[src/rtl/numberpad_pkg.sv]
// Shared types and constants for the three-digit BCD score counter.
package numberpad_pkg;

    localparam int DIGIT_W       = 4;
    localparam int SCORE_MAX_BCD = 999;

    typedef logic signed [2:0]  delta_t;
    typedef logic [DIGIT_W-1:0] bcd_t;

    typedef struct packed {
        bcd_t hun;
        bcd_t ten;
        bcd_t one;
    } score_t;

    // Elaboration-time conversion of a binary constant into three BCD digits.
    function automatic score_t to_bcd(input int value);
        score_t s;
        s.hun = bcd_t'((value / 100) % 10);
        s.ten = bcd_t'((value / 10) % 10);
        s.one = bcd_t'(value % 10);
        return s;
    endfunction

endpackage

[src/rtl/numberpad_button_conditioner.sv]
// Button path: 2-flop synchronizer, optional debounce, arm mask and rising-edge pulse.
module button_conditioner #(
    parameter int DEBOUNCE_CYCLES = 0
) (
    input  logic clk,
    input  logic rst_n,
    input  logic btn_in,
    output logic pulse_out
);

    // The arm window also covers the debounce fill so a button held across
    // reset release never looks like a fresh press.
    localparam int ARM_CYCLES = 2 + DEBOUNCE_CYCLES;
    localparam int ARM_W      = $clog2(ARM_CYCLES + 1);
    localparam logic [ARM_W-1:0] ARM_LOAD = ARM_W'(ARM_CYCLES);

    logic [1:0]       sync;
    logic             level;
    logic             prev;
    logic [ARM_W-1:0] arm_cnt;
    logic             armed;

    always_ff @(posedge clk or negedge rst_n) begin
        if (!rst_n) begin
            sync <= 2'b00;
        end else begin
            sync <= {sync[0], btn_in};
        end
    end

    generate
        if (DEBOUNCE_CYCLES == 0) begin : g_bypass
            assign level = sync[1];
        end else begin : g_debounce
            localparam int CNT_W = (DEBOUNCE_CYCLES > 1) ? $clog2(DEBOUNCE_CYCLES) : 1;
            localparam logic [CNT_W-1:0] CNT_LOAD = CNT_W'(DEBOUNCE_CYCLES - 1);

            logic [CNT_W-1:0] cnt;
            logic             level_q;

            always_ff @(posedge clk or negedge rst_n) begin
                if (!rst_n) begin
                    cnt     <= CNT_LOAD;
                    level_q <= 1'b0;
                end else if (sync[1] == level_q) begin
                    cnt <= CNT_LOAD;
                end else if (cnt == '0) begin
                    level_q <= sync[1];
                    cnt     <= CNT_LOAD;
                end else begin
                    cnt <= cnt - 1'b1;
                end
            end

            assign level = level_q;
        end
    endgenerate

    always_ff @(posedge clk or negedge rst_n) begin
        if (!rst_n) begin
            arm_cnt <= ARM_LOAD;
        end else if (arm_cnt != '0) begin
            arm_cnt <= arm_cnt - 1'b1;
        end
    end

    assign armed = (arm_cnt == '0);

    // While unarmed the previous level is forced high, masking any edge.
    always_ff @(posedge clk or negedge rst_n) begin
        if (!rst_n) begin
            prev <= 1'b1;
        end else if (!armed) begin
            prev <= 1'b1;
        end else begin
            prev <= level;
        end
    end

    assign pulse_out = armed & level & ~prev;

endmodule

[src/rtl/numberpad.sv]
// Three-digit BCD score counter driven by four debounced push-buttons, saturating at 0 and MAX_SCORE.
module numberpad
    import numberpad_pkg::*;
#(
    parameter int DEBOUNCE_CYCLES = 0,
    parameter int MAX_SCORE       = SCORE_MAX_BCD
) (
    input  logic               clk,
    input  logic               rst_n,
    input  logic               a1,
    input  logic               a2,
    input  logic               d1,
    input  logic               d2,
    output logic [DIGIT_W-1:0] num1,
    output logic [DIGIT_W-1:0] num2,
    output logic [DIGIT_W-1:0] num3
);

    localparam score_t            MAX_BCD = to_bcd(MAX_SCORE);
    localparam logic signed [11:0] MAX_S  = 12'(MAX_SCORE);

    logic [3:0]         btn;
    logic [3:0]         ev;
    delta_t             delta;
    logic [1:0]         mag;
    score_t             score_q;
    score_t             stepped;
    score_t             nxt;
    logic [9:0]         score_bin;
    logic signed [11:0] sum;
    logic [4:0]         one_t;
    logic [4:0]         ten_t;
    logic               carry1;
    logic               carry2;

    assign btn = {d2, d1, a2, a1};

    for (genvar i = 0; i < 4; i++) begin : g_btn
        button_conditioner #(
            .DEBOUNCE_CYCLES(DEBOUNCE_CYCLES)
        ) u_cond (
            .clk      (clk),
            .rst_n    (rst_n),
            .btn_in   (btn[i]),
            .pulse_out(ev[i])
        );
    end

    always_comb begin
        delta = '0;
        if (ev[0]) delta = delta + 3'sd1;
        if (ev[1]) delta = delta + 3'sd2;
        if (ev[2]) delta = delta - 3'sd1;
        if (ev[3]) delta = delta - 3'sd2;
    end

    assign mag = delta[2] ? (~delta[1:0] + 2'd1) : delta[1:0];

    // Binary view of the score is used only to decide saturation.
    always_comb begin
        score_bin = 10'(score_q.hun) * 10'd100 + 10'(score_q.ten) * 10'd10 + 10'(score_q.one);
        sum       = $signed({2'b00, score_bin}) + $signed({{9{delta[2]}}, delta});
    end

    always_comb begin
        stepped = score_q;
        one_t   = '0;
        ten_t   = '0;
        carry1  = 1'b0;
        carry2  = 1'b0;
        if (!delta[2]) begin
            one_t = {1'b0, score_q.one} + {3'b000, mag};
            if (one_t > 5'd9) begin
                one_t  = one_t - 5'd10;
                carry1 = 1'b1;
            end
            ten_t = {1'b0, score_q.ten} + {4'b0000, carry1};
            if (ten_t > 5'd9) begin
                ten_t  = ten_t - 5'd10;
                carry2 = 1'b1;
            end
            stepped.one = one_t[3:0];
            stepped.ten = ten_t[3:0];
            stepped.hun = score_q.hun + {3'b000, carry2};
        end else begin
            if (score_q.one < {2'b00, mag}) begin
                stepped.one = score_q.one + 4'd10 - {2'b00, mag};
                carry1      = 1'b1;
            end else begin
                stepped.one = score_q.one - {2'b00, mag};
            end
            if (carry1) begin
                if (score_q.ten == 4'd0) begin
                    stepped.ten = 4'd9;
                    carry2      = 1'b1;
                end else begin
                    stepped.ten = score_q.ten - 4'd1;
                end
            end
            stepped.hun = score_q.hun - {3'b000, carry2};
        end
    end

    always_comb begin
        if (sum[11]) begin
            nxt = '0;
        end else if (sum > MAX_S) begin
            nxt = MAX_BCD;
        end else begin
            nxt = stepped;
        end
    end

    always_ff @(posedge clk or negedge rst_n) begin
        if (!rst_n) begin
            score_q <= '0;
        end else begin
            score_q <= nxt;
        end
    end

    assign num1 = score_q.hun;
    assign num2 = score_q.ten;
    assign num3 = score_q.one;

endmodule

[config.mk]
export PLATFORM = sky130hd
export DESIGN_NAME = numberpad
export DESIGN_NICKNAME = d
export VERILOG_FILES = /design/src/rtl/numberpad_pkg.sv /design/src/rtl/numberpad_button_conditioner.sv /design/src/rtl/numberpad.sv
export SDC_FILE = /design/constraint.sdc
export NUM_CORES = 1
export LEC_CHECK = 0
export BUFFER_PORTS_ARGS = -buffer_cell sky130_fd_sc_hd__clkbuf_2
export CAP_MARGIN = 25
export CORE_UTILIZATION = 50
export DETAILED_ROUTE_END_ITERATION = 8
export PLACE_DENSITY = 0.65
export SLEW_MARGIN = 40
export SYNTH_ARGS = -nofsm -noshare
export SYNTH_HDL_FRONTEND = slang
export SYNTH_SLANG_ARGS = --single-unit
[constraint.sdc]
create_clock -name clk -period 7.1 [get_ports clk]
set_clock_uncertainty 0.1 [all_clocks]
set_input_delay 1.42 -clock clk [delete_from_list [all_inputs] [get_ports clk]]
set_output_delay 1.42 -clock clk [all_outputs]
set_load 0.005 [all_outputs]
======== Word level (Yosys, flattened, before mapping) ========
Cells that the tools add are included.
storage, ports and cells
  flip-flop bits (word level) ............. 32
  bits in latches ......................... 0
  bits in writable memories ............... 0
  memory bits (read-only) ................. 0
  input port bits ......................... 6
  output and inout port bits .............. 12
  memories kept ........................... 0
operators by class
  add/sub/neg operators ................... 21
  $mul .................................... 2
  divide/modulo/power cells ............... 0
  $lt $le $gt $ge ......................... 4
  equality and inequality tests ........... 1
  shift-type cells ........................ 0
  mux-type cells .......................... 26
  bitwise operators ....................... 13
  reduce and logical (&&, ||, !) cells .... 9
operator list
  operator                                              number
  two-way mux 12 bit                                    3
  two-way mux 4 bit                                     5
  two-way mux 1 bit                                     14
  adder 11 x 3 -> 12 bit                                1
  > comparator 12 x 11 -> 1 bit, second input constant  1
  adder 10 x 4 -> 10 bit                                1
  adder 10 x 8 -> 10 bit                                1
  > comparator 5 x 4 -> 1 bit, second input constant    2
  two-way mux 3 bit                                     3
  bitwise AND 1 bit                                     8
  zero test 2 bit                                       4
  multiplier 4 x 5 -> 8 bit, second input constant      1
  nonzero test 2 bit                                    4
  subtractor 2 x 1 -> 2 bit, second input constant      4
  subtractor 4 x 2 -> 4 bit                             2
  subtractor 4 bit, second input constant               2
  multiplier 4 x 3 -> 7 bit, second input constant      1
  adder 4 x 1 -> 5 bit                                  1
  adder 4 x 2 -> 5 bit                                  1
  adder 4 x 1 -> 4 bit                                  1
  adder 4 bit, second input constant                    1
  zero test 4 bit                                       1
  < comparator 4 x 2 -> 1 bit                           1
  != test 4 x 1 -> 1 bit, second input constant         1
  other kinds (9)                                       12

======== Depth between registers and ports, before layout ========
Gate-level depths: netlist (run 1).
  word-level depth ........................ 25
  depth in mapped cells ................... 28

======== Cells and area by module ========
A second synthesis (run 1) with hierarchy kept.
second synthesis, totals
  cell total of the unflattened synthesis .. 373
  area total of the unflattened synthesis .. 3330.7 µm²
modules (own cells, without submodules)
  module              times used  cells an instance  area each (µm²)  sequential area each (µm²)
  numberpad           1           321                2610.0           300.3
  button_conditioner  4           13                 180.2            127.6

======== Worst setup path before layout (run 1) ========
OpenSTA, ideal clock, no wires.
  path type ............................... register to register
  start ................................... register g_btn[1].u_cond.arm_cnt[1]
  end ..................................... register score_q (netlist bit num1[3])
  setup time .............................. 144 ps
  arrival ................................. 5136 ps
  required time ........................... 6856 ps
  path slack .............................. 1721 ps
  cell stages (with the launch flop) ...... 26
  path buffers ............................ 0
  path through ............................ dfstp_2 > inv_1 > ha_1 > and3b_1 > inv_1 > ha_1 > nor2_1 > a221oi_1 > o21ai_0 > ha_1 > nor2b_1 > o21ai_0 > xnor2_1 > o22ai_1 > ha_1 > ha_1 > inv_1 > a21oi_1 > o32ai_1 > a211o_1 > ha_1 > a21o_1 > a21oi_1 > xnor2_1 > xnor2_1 > a21oi_1
RTL lines
  item                    line                                source
  start, declared         numberpad_button_conditioner.sv:20  logic [ARM_W-1:0] arm_cnt;
  start signal, assigned  numberpad_button_conditioner.sv:63  arm_cnt <= arm_cnt - 1'b1;
  end signal, assigned    numberpad.sv:118                    score_q <= nxt;
  end, declared           numberpad.sv:26                     score_t score_q;

==> results.toml, run 1 <==
[cells_and_area]
syn_to_final_growth_pct = 8.146
multi_input_area_mm2 = 0.002427
seqCellArea_um2 = 810.8
layout.nets = 476
utilization = 0.5754
fillCellCount = 575
final_cells = 485
num_antenna_cells = 0
layout-drive-gt1-share = 0.1152

[clock_network]
cts_hold_buf = 0
cts_root_buf = "clkbuf_8"
cts_made_buffers = 5
cts_sinks = 32
tritoncts = "yes"
clockBufferDepth = 2
cts_max_level = 2
cts_setup_buffers = 0
clkLatencyLatePin_ps = 290
post_cts_resized = 0
cts.clk_slew.worst_paths_ps = 60

[min_path]
min_path_type = "reg2reg"

[sta]
setup_viol = 0
tightest_slew_ps = 707.9
tns_ps = 0
fin_crit_ps = 5987
period_share = 0.8433
relSlewSlack = 0.5231
hold_viol_final = 0
holdWs_ps = 247.5
rsz0062_at_grt = "false"
worst_slack_ps = 1113
slew_viol_final = 0
fmax_mhz = 167.0

[floorplan]
initial_core_util = 0.5321
io_pins = 18
coreArea_mm2 = 0.006495
die_height_um = 85.14
dieArea_mm2 = 0.007248
rows = 29
die_w_um = 85.14

[worst_setup_path]
crit_fanout = 7
cp.arrival_ps = 6020
startpoint_type = "register"
endpoint_kind = "register"
worstSetupPathType = "reg2reg"
cp.required_ps = 7140

[synthesis]
synthMostInstantiatedCell = "ha_1"
synth-seq-area-share = 0.2346
synthAdderAreaFrac = 0.2476
async_reset_ff_frac = 1.000
netlist_top_cells_area = "ha_1 20%, dfrtp_1 17%, xnor2_1 6.3%"
synthMuxAreaShare = 0.01448
syn_area_mm2 = 0.003456
synth-edff-count = 0
synthFlopType = "dfrtp_1"
synth-seq-cells = 32
synth_compound_gate_area_share = 0.2100
synthSimpleGateAreaFrac = 0.1434
syn_avg_cell_area_um2 = 8.816
synth_top_area_share = 0.1955
synth_common_cells = "54 x ha_1, 48 x inv_1, 35 x a21oi_1"
synth_xor_area_frac = 0.08581
synth_top_family_by_area = "adder cells"
synthCells = 392
synth_area_leader_cell = "ha_1"
synth_nets = 461
ys_warn_count = 0
synthDistinctLibCells = 61

[routing]
firstDrtPassIters = 4
viasPerCell = 5.711
drtIter0Drc = 111
post_drt_wl_per_cell_um = 14.35
ant_nets = 0
vias = 2770
drc = 0
drt-total-wl_um = 6959

[grt]
first_global_vias = 2719
grt-ovfl-total = 0
grt_max_degree = 33
grt.total_usage = 0.2099
antenna_found_initial = 0
grt_pass1_wl_um = 12270

[power]
power_frac_comb = 0.746
vdd.ir_drop.worst_v = 0.0002058
p_int_w = 0.0008993
power_switching_share = 0.5063
pwr_density_cell_mw_per_mm2 = 487.3
clkPwrFrac = 0.105
switching_power_w = 0.0009220
p_leak_nw = 1.740
pwr-share-seq = 0.150

[run]
drv_cap = 0

[run_status]
status = "finished clean"

[placement]
numPortBuffers = 17
placed_cells = 477
hpwl_um = 5548
preCtsSetupSlack_ps = 1171
gp_congestion = 0.8242
==> flip-flops by register name (all words and copies together), names as in the netlist <==
name / count
num3: 4
g_btn.u_cond.sync: 8
g_btn.u_cond.arm_cnt: 8
num2: 4
g_btn.u_cond.prev: 4
num1: 4
==> worst max-delay path, cell delays in order, from the launching register on <==
cell and delay (ps):
dfstp_2 530, inv_1 40, ha_1 230, and3b_1 240, inv_1 130, ha_1 280, nor2_1 120, a221oi_1 80
o21ai_0 580, ha_1 390, nor2b_1 110, o21ai_0 100, xnor2_1 290, o22ai_1 220, ha_1 240, ha_1 380
inv_1 130, a21oi_1 140, o32ai_1 100, a211o_1 400, ha_1 300, a21o_1 170, a21oi_1 170, xnor2_1 150
xnor2_1 140, a21oi_1 80
==> power groups by stage <==
stage,logic (W),registers (W),clock network [W]
6_report,0.00136,0.000273,0.000190
5_1_grt,0.00153,0.000282,0.000200
4_1_cts,0.00136,0.000274,0.000194
3_5_place_dp,0.00135,0.000277,0
3_3_place_gp,0.00134,0.000277,0
2_1_floorplan,0.00109,0.000252,0
==> worst paths after layout <==
check	slack (ps)	end	cells past startpoint	startpoint
worst max-delay path	1110	num1[3]	25	g_btn[1].u_cond.arm_cnt[1]
worst min-delay path	250	g_btn[3].u_cond.sync[1]	0	g_btn[3].u_cond.sync[0]
worst max register to register	1110	num1[3]	25	g_btn[1].u_cond.arm_cnt[1]
worst min register to register	250	g_btn[3].u_cond.sync[1]	0	g_btn[3].u_cond.sync[0]
max in group asynchronous	5380	num3[0]	1	rst_n
min in group asynchronous	1070	g_btn[2].u_cond.sync[0]	1	rst_n
==> per-layer routing <==
layer,global-route usage,vias to the layer above,part of all wire
met4,0.04622,0,0.0093
met3,0.02335,7,0.025
met2,0.3541,41,0.47
li1,-,1421,-
met5,0,-,0
met1,0.2908,1301,0.49
==> placed cells by master, fill, tap and decap left out, types with 3 or more instances in the layout <==
cell type / instances
o21a_1: 3
xor2_1: 7
fa_1: 9
inv_1: 48
clkbuf_2: 16
o211ai_1: 6
dfstp_2: 8
and2_1: 3
mux2i_1: 5
nor3_1: 6
nand4_1: 3
xnor2_1: 25
dfrtp_1: 24
a31oi_1: 3
o22ai_1: 3
a21o_1: 6
o32ai_1: 3
nand2_1: 24
a211oi_1: 6
clkbuf_8: 7
o21bai_1: 3
a21oi_1: 35
nand3_1: 16
o21ai_0: 22
ha_1: 54
nor2_1: 18
nand2b_1: 3
==> cells by family (layout without fill, tap and decap cells) <==
kind of cell / after synthesis / in the layout
buf+inv: 59 / 75
compound gates: 108 / 108
fa+ha+maj: 63 / 63
mux: 5 / 5
flops: 32 / 32
xor+xnor: 33 / 33
simple gates: 92 / 92
==> layout make-up <==
cell class | count | area share
Clock buffer | 7 | 0.02578
Tap cell | 77 | 0.02578
Sequential cell | 32 | 0.2169
Inverter | 49 | 0.04921
Clock inverter | 1 | 0.008035
Multi-Input combinational cell | 301 | 0.6495
Timing Repair Buffer | 18 | 0.02477
==> per-stage QoR <==
stage / area (µm²) / total power [W]
detailed placement: 3611 / 0.001624
global placement: 3611 / 0.001614
finish: 3737 / 0.001821
CTS: 3737 / 0.001823
floorplan: 3456 / 0.001338
global route: 3737 / 0.002010
Power figures use the tool's default switching activity.
==> inputs of run 2 (changes only) <==
clock period = 5.85 ns   (was 7.1 ns; I/O delays follow)
==> run 2 against run 1 <==
Compared with the run above:
- combinational power rose by 25%
- clock-buffer cell count fell by 2
- setup slack got worse by 720 ps
- fmax rose by 9.8%
- die area did not move
- via count rose by 0.40%
- wire length rose by 1.6%
- worst hold slack improved by 5.0 ps
- core utilization rose by 0.33 points
- global-route usage rose by 0.082 points
- critical endpoint unchanged
==> results.toml, run 2 (synthesis gave the netlist of run 1 again) <==
[routing]
m1WireLength_um = 3498
ant_nets = 0
drc = 0
wl_met2_um = 3258
drt-total-wl_um = 7068
drtIter0Drc = 107
post_drt_wl_per_cell_um = 14.42
highest_layer = "met4"
firstDrtPassIters = 4
vias = 2781
viasPerCell = 5.676
met3_length_um = 256

[cells_and_area]
syn_to_final_growth_pct = 8.762
num_antenna_cells = 0
layout.nets = 481
final_cell_mix = "52 x ha_1, 48 x inv_1, 35 x a21oi_1, 25 x xnor2_1"
reg.largest.list = "g_btn.u_cond.arm_cnt x8, g_btn.u_cond.sync x8"
fillCellCount = 590
final_common_cell = "ha_1"
final_cells = 490
layout-drive-gt1-share = 0.1404

[sta]
setup_viol = 0
relSlewSlack = 0.4894
holdWs_ps = 252.5
hold_viol_final = 0
fmax_mhz = 183.4
rsz0062_at_grt = "false"
tns_ps = 0
slew_viol_final = 0
fin_crit_ps = 5452
tightest_slew_ps = 757.8
period_share = 0.9320

[clock_network]
cts_max_level = 2
tritoncts = "yes"
cts.clk_slew.worst_paths_ps = 70
clkLatencyLatePin_ps = 290
cts_root_buf = "clkbuf_8"
cts_made_buffers = 5
cts_sinks = 32
cts_hold_buf = 0
clockBufferDepth = 2

[worst_setup_path]
endpoint_kind = "register"
reg2reg_from = "g_btn[0].u_cond.arm_cnt[0]"
startpoint_type = "register"
cp.required_ps = 5890
cp.arrival_ps = 5490
worstSetupPathType = "reg2reg"
crit_fanout = 7
rrSetupSlack_ps = 400
worst_r2r_path_depth = 24
timing.rr.end = "num1[3]"

[run]
drv_cap = 0

[floorplan]
initial_core_util = 0.5321
die_w_um = 85.14
dieArea_mm2 = 0.007248
die_height_um = 85.14
coreArea_mm2 = 0.006495
io_pins = 18
rows = 29

[placement]
placed_cells = 481
hpwl_um = 5641
gp_congestion = 0.9272
numPortBuffers = 17

[run_status]
status = "finished clean"

[min_path]
hold_depth = 0
min_to = "g_btn[1].u_cond.sync[1]"
holdCritStartpoint = "g_btn[1].u_cond.sync[0]"
min_path_type = "reg2reg"

[grt]
grt-ovfl-total = 0
grt_pass1_wl_um = 12240
first_global_vias = 2605
grt.total_usage = 0.2107
grt_max_degree = 33
antenna_found_initial = 0

[power]
p_leak_nw = 1.748
vdd.ir_drop.worst_v = 0.0002511
pwr_density_cell_mw_per_mm2 = 579.6
## run 2: worst max-delay path by stage
stage / startpoint / endpoint / slack (ps) / cells past startpoint
after detailed placement: g_btn[1].u_cond.arm_cnt[0] / num1[3] / 270 / 26
after floorplan: g_btn[1].u_cond.arm_cnt[1] / num1[3] / 470 / 25
after CTS: g_btn[1].u_cond.arm_cnt[0] / num1[3] / 230 / 26
after global routing: g_btn[1].u_cond.arm_cnt[0] / num1[3] / 30 / 25
after global placement: g_btn[1].u_cond.arm_cnt[0] / num1[3] / 490 / 26
final: g_btn[0].u_cond.arm_cnt[0] / num1[3] / 400 / 24
## run 2: routing by layer
layer | vias up | global-route usage
met5 | - | 0
met4 | 0 | 0.04622
met3 | 8 | 0.02918
met2 | 45 | 0.3409
met1 | 1300 | 0.3004
li1 | 1428 | -
## run 2: repair_timing
item                       CTS  global route
setup buffers                0             1
gates resized for setup      0             7
setup endpoints to repair    0             2
## run 2: report_power, final
part | total (W) | switching [W] | internal [W]
clock | 0.000169 | 0.0000867 | 0.0000828
combinational | 0.00170 | 0.000999 | 0.000699
sequential | 0.000311 | 0.0000519 | 0.000259
total | 0.00218 | 0.00114 | 0.00104
## run 2: worst max-delay path, stage by stage (launching register included)
cell	delay, ps
dfrtp_1	390
inv_1	80
ha_1	250
nand3b_1	230
ha_1	290
nand2_1	100
o21ai_0	120
a221oi_2	290
o21ai_1	110
buf_4	160
fa_1	510
a21oi_1	180
o22ai_2	130
ha_1	230
ha_2	390
inv_1	110
a21oi_1	140
o32ai_1	100
a211o_2	350
ha_1	300
a21o_1	180
a21oi_1	160
xnor2_1	150
xnor2_1	140
a21oi_1	90
## run 2: area by class of cell
type | instances | area, µm² | share of cell area
clock inverters | 3 | 18.77 | 0.004993
flip-flops and latches | 32 | 810.8 | 0.2157
multi-input cells | 301 | 2447 | 0.6511
repair buffers | 23 | 132.6 | 0.03529
clock buffers | 5 | 68.82 | 0.01831
well taps | 77 | 96.34 | 0.02563
inverters | 49 | 183.9 | 0.04893
## run 2: per-stage QoR
stage               cell area, µm²  utilization  setup slack [ps]  total power (W)
floorplan                     3456            -             470.7         0.001624
global placement              3641       0.5606             492.0         0.001971
detailed placement            3641       0.5606             271.9         0.001990
CTS                           3729       0.5741             229.5         0.002169
global route                  3759       0.5787             26.45         0.002422
finish                        3759       0.5787             397.9         0.002179
